[config.mk]
export PLATFORM = sky130hd
export DESIGN_NAME = frame_capture
export DESIGN_NICKNAME = d
export VERILOG_FILES = /design/src/rtl/frame_capture.sv
export SDC_FILE = /design/constraint.sdc
export NUM_CORES = 1
export LEC_CHECK = 0
export CAP_MARGIN = 20
export CORE_UTILIZATION = 52
export CTS_BUF_LIST = sky130_fd_sc_hd__clkbuf_2
export DETAILED_ROUTE_END_ITERATION = 8
export GPL_TIMING_DRIVEN = 0
export PLACE_DENSITY = 0.78
export SYNTH_ARGS = -nofsm -noshare
export SYNTH_HDL_FRONTEND = slang
export SYNTH_SLANG_ARGS = --single-unit
[constraint.sdc]
create_clock -name CLK -period 2.74 [get_ports CLK]
set_input_delay 0.411 -clock CLK [delete_from_list [all_inputs] [get_ports CLK]]
set_output_delay 0.411 -clock CLK [all_outputs]
set_load 0.05 [all_outputs]
[src/rtl/frame_capture.sv]
// Bolometer scan sink: rebuilds pixel position from line/frame strobes, writes double-buffered frame memory.
// Latency: one cycle from sampled pixel to registered memory write; handoff and error flags update on the causing edge.
// Backpressure: none on the pixel stream; a completed frame is dropped (overrun) while the MCU still holds the previous one.
module frame_capture #(
    parameter int HOR_PIX  = 384,
    parameter int VERT_PIX = 288,
    parameter int DATA_W   = 16,
    parameter int ADDR_W   = 17
) (
    input  logic              CLK,
    input  logic              RESET,
    input  logic              ENABLE,
    input  logic [DATA_W-1:0] PIX_DATA,
    input  logic              PIX_VALID,
    input  logic              CHANGE,
    input  logic              FRAME_START,
    input  logic              FRAME_ACK,
    input  logic              ERR_CLR,
    output logic              MEM_WE,
    output logic [ADDR_W:0]   MEM_ADDR,
    output logic [DATA_W-1:0] MEM_DATA,
    output logic              READ_BANK,
    output logic              FRAME_READY,
    output logic              ERR_LINE,
    output logic              ERR_FRAME,
    output logic              ERR_OVERRUN
);
    localparam int COL_W = $clog2(HOR_PIX + 1);
    localparam int ROW_W = $clog2(VERT_PIX + 2);

    typedef enum logic [1:0] {IDLE, ARMED, CAPTURE} state_t;

    state_t            state;
    state_t            state_nxt;
    logic              change_q;
    logic              start_q;
    logic [COL_W-1:0]  col;
    logic [ROW_W-1:0]  row;
    logic [ADDR_W-1:0] lin;
    logic              wbank;

    // decoded FSM controls
    logic cap;
    logic arm_hit;
    logic hold_zero;

    logic              line_end;
    logic              frame_end;
    logic              pix_ok;
    logic              pix_drop;
    logic [COL_W-1:0]  col_fin;
    logic [ROW_W-1:0]  row_inc;
    logic [ROW_W-1:0]  row_fin;
    logic              line_bad;
    logic              frame_good;
    logic              frame_bad;
    logic              ready_kept;
    logic              clr_cnt;

    assign line_end   = CHANGE != change_q;
    assign frame_end  = FRAME_START & ~start_q;
    assign pix_ok     = cap & PIX_VALID & (col < COL_W'(HOR_PIX)) & (row < ROW_W'(VERT_PIX));
    assign pix_drop   = cap & PIX_VALID & ~pix_ok;
    assign col_fin    = col + COL_W'(pix_ok);
    // row saturates one past a full frame so a runaway line count stays distinguishable
    assign row_inc    = (row == ROW_W'(VERT_PIX + 1)) ? row : row + ROW_W'(1);
    assign row_fin    = line_end ? row_inc : row;
    assign line_bad   = cap & line_end & (col_fin != COL_W'(HOR_PIX));
    assign frame_good = cap & frame_end & (row_fin == ROW_W'(VERT_PIX));
    assign frame_bad  = cap & frame_end & ~frame_good;
    assign ready_kept = FRAME_READY & ~FRAME_ACK;
    assign clr_cnt    = hold_zero | arm_hit | (cap & frame_end);

    // state register
    always_ff @(posedge CLK or posedge RESET) begin
        if (RESET) state <= IDLE;
        else       state <= state_nxt;
    end

    // next-state logic
    always_comb begin
        state_nxt = state;
        case (state)
            IDLE:    if (ENABLE) state_nxt = ARMED;
            ARMED:   if (!ENABLE) state_nxt = IDLE;
                     else if (frame_end) state_nxt = CAPTURE;
            CAPTURE: if (!ENABLE) state_nxt = IDLE;
            default: state_nxt = IDLE;
        endcase
    end

    // output decode: capture is suppressed in the cycle ENABLE drops so the partial frame is abandoned cleanly
    always_comb begin
        cap       = 1'b0;
        arm_hit   = 1'b0;
        hold_zero = 1'b0;
        case (state)
            IDLE:    hold_zero = 1'b1;
            ARMED: begin
                hold_zero = ~ENABLE;
                arm_hit   = ENABLE & frame_end;
            end
            CAPTURE: begin
                cap       = ENABLE;
                hold_zero = ~ENABLE;
            end
            default: hold_zero = 1'b1;
        endcase
    end

    // strobe history for edge detection, tracked in every state
    always_ff @(posedge CLK or posedge RESET) begin
        if (RESET) begin
            change_q <= 1'b0;
            start_q  <= 1'b0;
        end else begin
            change_q <= CHANGE;
            start_q  <= FRAME_START;
        end
    end

    // position counters; lin realigns to the next line start instead of multiplying row*HOR_PIX
    always_ff @(posedge CLK or posedge RESET) begin
        if (RESET) begin
            col <= '0;
            row <= '0;
            lin <= '0;
        end else if (clr_cnt) begin
            col <= '0;
            row <= '0;
            lin <= '0;
        end else if (cap) begin
            if (line_end) begin
                col <= '0;
                row <= row_inc;
                lin <= lin + ADDR_W'(HOR_PIX) - ADDR_W'(col);
            end else if (pix_ok) begin
                col <= col + COL_W'(1);
                lin <= lin + ADDR_W'(1);
            end
        end
    end

    // registered memory write port; address/data hold between writes
    always_ff @(posedge CLK or posedge RESET) begin
        if (RESET) begin
            MEM_WE   <= 1'b0;
            MEM_ADDR <= '0;
            MEM_DATA <= '0;
        end else begin
            MEM_WE <= pix_ok;
            if (pix_ok) begin
                MEM_ADDR <= {wbank, lin};
                MEM_DATA <= PIX_DATA;
            end
        end
    end

    // bank swap and MCU handshake; an ack in the same cycle frees the read bank before the new frame is offered
    always_ff @(posedge CLK or posedge RESET) begin
        if (RESET) begin
            wbank       <= 1'b0;
            READ_BANK   <= 1'b0;
            FRAME_READY <= 1'b0;
        end else if (frame_good && !ready_kept) begin
            READ_BANK   <= wbank;
            wbank       <= ~wbank;
            FRAME_READY <= 1'b1;
        end else begin
            FRAME_READY <= ready_kept;
        end
    end

    // sticky error flags; a new event beats a simultaneous clear
    always_ff @(posedge CLK or posedge RESET) begin
        if (RESET) begin
            ERR_LINE    <= 1'b0;
            ERR_FRAME   <= 1'b0;
            ERR_OVERRUN <= 1'b0;
        end else begin
            ERR_LINE    <= (ERR_LINE & ~ERR_CLR) | pix_drop | line_bad;
            ERR_FRAME   <= (ERR_FRAME & ~ERR_CLR) | frame_bad;
            ERR_OVERRUN <= (ERR_OVERRUN & ~ERR_CLR) | (frame_good & ready_kept);
        end
    end

endmodule

==> metrics.cfg, run 1 <==
[outcome]
status = completed

[floorplanning]
floorplan.die_area_um2 = 10290
start_util = 0.5460
core-area_um2 = 9415
die-width_um = 101.4
die_height_um = 101.4
placement_rows = 35
io_pins = 64

[synthesis]
synth_edf_count = 0
synth_largest_area_cell = dfrtp_1
synth_cells = 609
synthXorXnorAreaFrac = 0.04235
synthDominantCellAreaShare = 0.3894
synth_compound_gate_area_share = 0.1947
synth_cell_types = 68
synth.ff_latch_count = 80
synth_simple_gate_area_share = 0.2193
synth-warning-count = 0
seq_area_frac_synth = 0.3894
synth_area_um2 = 5141
yosys.area_share.adder = 0.09881
ys.flop_type = dfrtp_1
main_combinational_cell_family_by_area_after_synthesis = simple AND/OR/NAND/NOR gates
dominant_cells_by_area_after_synthesis = dfrtp_1 39%, nand2_1 10%, ha_1 9.5%
synth_mux_area_frac = 0.008761
syn-mean-instance-area_um2 = 8.442
synth_async_sr_flop_share = 1.000
synth_nets = 673

[placement]
dpl_worst_slack_ns = -0.9445
place_hpwl_mm = 9.892
dpl_cell_area_um2 = 5953
io_buffer_count = 62
gp_congestion = 0.9587

[pwr]
sw_frac_of_total = 0.4022
ir_drop_v = 0.0004138
clockPowerShare = 0.244
power.sequential.fraction = 0.398
internal-power_uw = 2104
power_share_of_the_combinational_group = 0.358
leakagePower_uw = 0.002760
total_switching_power_uw = 1415
power_density_nw_per_um2 = 550.1

[layout]
post_route_cells_drive_above_1_share = 0.1155
area_delta_synth_final_pct = 24.41
utilization = 0.6793
fin_nets = 760
stdcell_area_um2 = 6396
insertedDiodeCount = 0
layout.cells.most_common_list = 138 x nand2_1, 72 x dfrtp_1, 62 x clkdlybuf4s50_1, 44 x o21ai_0, 34 x a21oi_1
final_common_cell = nand2_1

[job]
max-cap-violations = 0

[clock_tree]
maximum_buffer_depth_of_the_clock_tree = 2
tritoncts = yes
cts_hold_buf = 0
clk_latency_ns = 0.58
clock_sinks = 80
cts_buffers = 9
cts_root_buffer = clkbuf_2
cts_htree_levels = 3
cts.clk_slew.worst_paths_ns = 0.28

[grt]
globalRouteTotalUtil = 0.2871
pin_count_of_the_biggest_net_entering_global_routing = 50
grt_overflow = 0
met2_usage = 0.4605
global_route.usage.met3 = 0.04762
grt_busiest_layer = met2
first_global_vias = 4591
antenna_violations_before_repair = 0
grt_pass1_wl_mm = 22.78
grt_use_met1 = 0.3858

[sta]
fin_crit_sh = 0.9875
period_minus_slack_ns = 2.706
max_freq_mhz = 369.6
setup_viol = 0
fin_skew_ns = 0.05420
timing.final.max_slew_violations = 0
final.setup.tns_ns = 0
rsz0062_at_grt = true
slew_headroom = 0.3077
worst_slew_pin_slew_ns = 1.039
fin_worst_hold_slack_ns = 0.1800
final-hold-violation-count = 0
setup_ws_ns = 0.03419

[detailed_routing]
dr_total_vias = 4973
post-route-drc-count = 0
first_pass_drt_iterations = 5
avgRoutedWirePerCell_um = 17.26
post_detailed_routing_wire_length_mm = 14.33
route.detailed.vias_per_inst = 5.992
drtAntennaViolNets = 0
drt_iter0_drc = 468

[critical_path]
critPathCaptureType = flip-flop
required_time_reported_for_the_critical_path_endpoint_ns = 3.18
timing.critical_path.from_type = flip-flop
worst-path-max-fanout = 6
worstPathArrival_ns = 3.15
criticalPathCategory = flip-flop to flip-flop

[min_path]
worst_hold_path_type = primary input to asynchronous set/reset pin

[cells in the mapped netlist, types with 8 or more instances]
cell type  number
ha_1           39
o22ai_1        10
and3_1          8
nor2_1         33
nor3_1          9
nand2_1       139
nand3_1        17
o21ai_0        47
a21oi_1        35
dfrtp_1        80
a31oi_1         8
xnor2_1        12
clkbuf_1       18
xor2_1         11
nand4_1        11
inv_1          34
[layout make-up]
cell class / instances / area [um2]
buffer: 23 / 121.4
clock buffer: 9 / 45.04
clock inverter: 7 / 118.9
fill: 755 / 3019
inverter: 34 / 132.6
multi-input combinational: 470 / 3044
sequential: 80 / 2012
tap: 129 / 161.4
timing repair buffer: 78 / 760.7
[kinds of logic after synthesis]
| group | after synthesis |
|---|---|
| compound gates | 154 |
| buf+inv | 59 |
| xor+xnor | 24 |
| fa+ha+maj | 40 |
| simple gates | 248 |
| mux | 4 |
| flops | 80 |
[state kept, by name, indices dropped and copies added (netlist names)]
| signal | count |
|---|---|
| ERR_FRAME | 1 |
| ERR_LINE | 1 |
| ERR_OVERRUN | 1 |
| FRAME_READY | 1 |
| MEM_ADDR | 18 |
| MEM_DATA | 16 |
| MEM_WE | 1 |
| READ_BANK | 1 |
| change_q | 1 |
| col | 9 |
| lin | 17 |
| row | 9 |
| start_q | 1 |
| state | 2 |
| wbank | 1 |
[routing by layer]
metal	share of wire	up-vias
met5	0	-
met4	0.031	0
met3	0.073	48
met2	0.47	241
met1	0.43	2363
li1	-	2321
[final timing paths]
path                                    from           end  slack (ns)  cells past startpoint
worst max-delay path                  col[5]       lin[16]        0.03                      9
worst min-delay path                   RESET   FRAME_READY        0.18                      2
worst max register to register        col[5]       lin[16]        0.03                      9
worst min register to register  MEM_DATA[14]  MEM_DATA[14]        0.51                      2
max in group asynchronous              RESET        lin[0]        1.95                      3
min in group CLK                      ENABLE      state[1]        0.25                      3
[power by group through the flow]
stage	Clock, uW	Sequential [uW]	Combinational [uW]
6_report	858	1400	1260
5_1_grt	907	1410	1340
4_1_cts	859	1400	1240
3_5_place_dp	0	1420	1230
3_3_place_gp	0	1410	1200
2_1_floorplan	0	1850	365
[per-stage QoR]
step	total power, uW	instances
3_3_place_gp	2612	800
6_report	3519	830
4_1_cts	3493	823
3_5_place_dp	2649	801
2_1_floorplan	2213	609
5_1_grt	3664	830
[what timing repair did]
action,4_1_cts,5_1_grt
setup endpoints to repair,7,8
buffers inserted,7,8
gates resized for setup,20,22
pin swaps,0,6
[critical path: stages, from the launching register on]
cell and delay, ns:
dfrtp_1 0.44, inv_1 0.08, ha_1 0.33, ha_4 0.27, and3_1 0.22, a221o_1 0.36
a32o_2 0.27, a2111o_1 0.37, o21ai_1 0.13, a211oi_1 0.10
Power figures use the tool's default switching activity.
==> run 2, diff against run 1 <==
Settings changed: CORE_UTILIZATION 52 to 55, PLACE_DENSITY 0.78 to 0.79.
Clock period 2.74 ns to 2.8 ns, I/O delays scaled along.
==> run 2 against run 1 <==
Effect of this change: largest power group unchanged; worst hold slack got worse by 0.0098 ns; power decreased by 4.7%; highest routed layer unchanged; sequential share of layout area increased by 0.58 points; critical path depth unchanged; routed wire length decreased by 2.5%; sequential power about the same; final area decreased by 1.7%.
==> metrics.cfg, run 2 (same netlist as run 1, synthesis figures left out) <==
[critical_path]
criticalPathCategory = flip-flop to flip-flop
timing.critical_path.from_type = flip-flop
timing.critical_path.from = col[5]
worstPathArrival_ns = 3.19  ; +0.04 ns
critPathCaptureType = flip-flop
worst-path-max-fanout = 6  ; unchanged
required_time_reported_for_the_critical_path_endpoint_ns = 3.21  ; +0.03 ns
r2r-start = col[5]

[sta]
fin_crit_sh = 0.9924  ; +0.004860
max_freq_mhz = 359.9  ; -2.6%
fin_worst_hold_slack_ns = 0.1701  ; -0.009847 ns
fin_skew_ns = 0.03013  ; -0.02407 ns
final.setup.tns_ns = 0  ; unchanged
timing.final.max_slew_violations = 0  ; unchanged
period_minus_slack_ns = 2.779  ; +0.07286 ns
setup_viol = 0  ; unchanged
slew_headroom = 0.2960  ; -0.01169
final-hold-violation-count = 0  ; unchanged
worst_slew_pin_slew_ns = 1.056  ; +0.01754 ns
setup_ws_ns = 0.02133  ; -0.01286 ns

[min_path]
worst_hold_path_type = primary input to asynchronous set/reset pin

[clock_tree]
maximum_buffer_depth_of_the_clock_tree = 2  ; unchanged
cts.clk_slew.worst_paths_ns = 0.26  ; -0.02 ns
cts_buffers = 9  ; unchanged
cts_htree_levels = 3  ; unchanged
clk_latency_ns = 0.53  ; -0.05 ns
tritoncts = yes
clock_sinks = 80  ; unchanged
cts_root_buffer = clkbuf_2
cts_hold_buf = 0  ; unchanged

[placement]
io_buffer_count = 62  ; unchanged
dpl_cell_area_um2 = 5927  ; -0.44%
dpl_worst_slack_ns = -1.060  ; -0.1155 ns
gp_congestion = 0.8832  ; -7.9%
place_hpwl_mm = 9.973  ; +0.82%

[detailed_routing]
drt_iter0_drc = 383  ; -18%
post-route-drc-count = 0  ; unchanged
route.detailed.vias_per_inst = 6.105  ; +1.9%
dr_total_vias = 4927  ; -0.92%
avgRoutedWirePerCell_um = 17.31  ; +0.30%
first_pass_drt_iterations = 9  ; +4
post_detailed_routing_wire_length_mm = 13.97  ; -2.5%
drtAntennaViolNets = 0  ; unchanged

[layout]
reg.largest.list = MEM_ADDR: 18 flops, lin: 17 flops, MEM_DATA: 16 flops
largest_register_ff_count = 18  ; unchanged
area_delta_synth_final_pct = 22.29
largest-register = MEM_ADDR
post_route_cells_drive_above_1_share = 0.1146  ; -0.0009360
stdcell_area_um2 = 6287  ; -1.7%
final_common_cell = nand2_1
fin_nets = 757  ; -0.39%
layout.cells.most_common_list = 138 x nand2_1, 70 x dfrtp_1, 62 x clkdlybuf4s50_1, 46 x o21ai_0, 34 x a21oi_1

[grt]
grt_overflow = 0  ; unchanged
globalRouteTotalUtil = 0.3004  ; +0.01323
antenna_violations_before_repair = 1  ; +1
pin_count_of_the_biggest_net_entering_global_routing = 56  ; +12%
grt_pass1_wl_mm = 23.13  ; +1.5%
first_global_vias = 4724  ; +2.9%

[floorplanning]
floorplan.die_area_um2 = 9738  ; -5.3%
die_height_um = 98.68  ; -2.7%
core-area_um2 = 8891  ; -5.6%
start_util = 0.5782  ; +0.03220
io_pins = 64  ; unchanged
placement_rows = 34  ; -2.9%
die-width_um = 98.68  ; -2.7%

[pwr]
leakagePower_uw = 0.002725  ; -1.3%
power_density_nw_per_um2 = 533.5  ; -3.0%
ir_drop_v = 0.0005090  ; +23%
finalPower_uw = 3354  ; -4.7%

[job]
max-cap-violations = 0  ; unchanged

[outcome]
status = completed

run 2: cell types whose count changed in the layout (fill, tap and decap cells not counted), sizes merged:
cell / delta
buf: -3
bufinv: -1
clkbuf: +1
clkinv: -1
diode: +1
inv: +1
run 2: critical path: stages (launching register included):
cell and delay, ns:
dfrtp_1 0.44, inv_1 0.08, ha_1 0.30, ha_2 0.33, and3_1 0.23, a221o_1 0.38, a32o_2 0.27, a2111o_1 0.37
o21ai_0 0.13, a211oi_1 0.12
run 2: power by group:
part           leakage [uW]  switching (uW)  internal [uW]  total (uW)
combinational       0.00157             851            388        1240
sequential          0.00108            79.9           1290        1370
clock             0.0000829             441            304         746
total               0.00273            1370           1980        3350
run 2: area by class of cell:
| class | count | area [um2] |
|---|---|---|
| Timing Repair Buffer | 75 | 738.2 |
| Buffer | 23 | 121.4 |
| Antenna cell | 1 | 2.502 |
| Tap cell | 108 | 135.1 |
| Clock inverter | 6 | 90.09 |
| Inverter | 34 | 132.6 |
| Sequential cell | 80 | 2014 |
| Fill cell | 735 | 2604 |
| Clock buffer | 10 | 50.05 |
| Multi-Input combinational cell | 470 | 3003 |
run 2: final timing paths:
path,end,slack [ns],cells past startpoint
worst max-delay path,lin[16],0.02,9
worst min-delay path,ERR_OVERRUN,0.17,2
worst max register to register,lin[16],0.02,9
worst min register to register,MEM_DATA[10],0.51,2
max in group asynchronous,lin[5],2.01,3
min in group CLK,state[0],0.31,3
run 2: layer usage:
metal | vias up | share of wire | track usage | routed length [um]
met5 | - | 0 | 0 | 0
met4 | 0 | 0.030 | 0.1240 | 423
met3 | 44 | 0.063 | 0.04397 | 878
met2 | 216 | 0.47 | 0.4870 | 6524
met1 | 2343 | 0.44 | 0.4065 | 6146
li1 | 2324 | - | - | -
run 2: stage by stage:
step / utilization / cells
global route: 0.7071 / 807
global placement: 0.6632 / 779
floorplan: - / 609
finish: 0.7071 / 807
detailed placement: 0.6666 / 780
CTS: 0.6903 / 798
run 2: what timing repair did:
action	CTS	global route
setup buffers	3	9
pin swaps	0	5
setup endpoints to repair	6	8
gates resized for setup	14	27
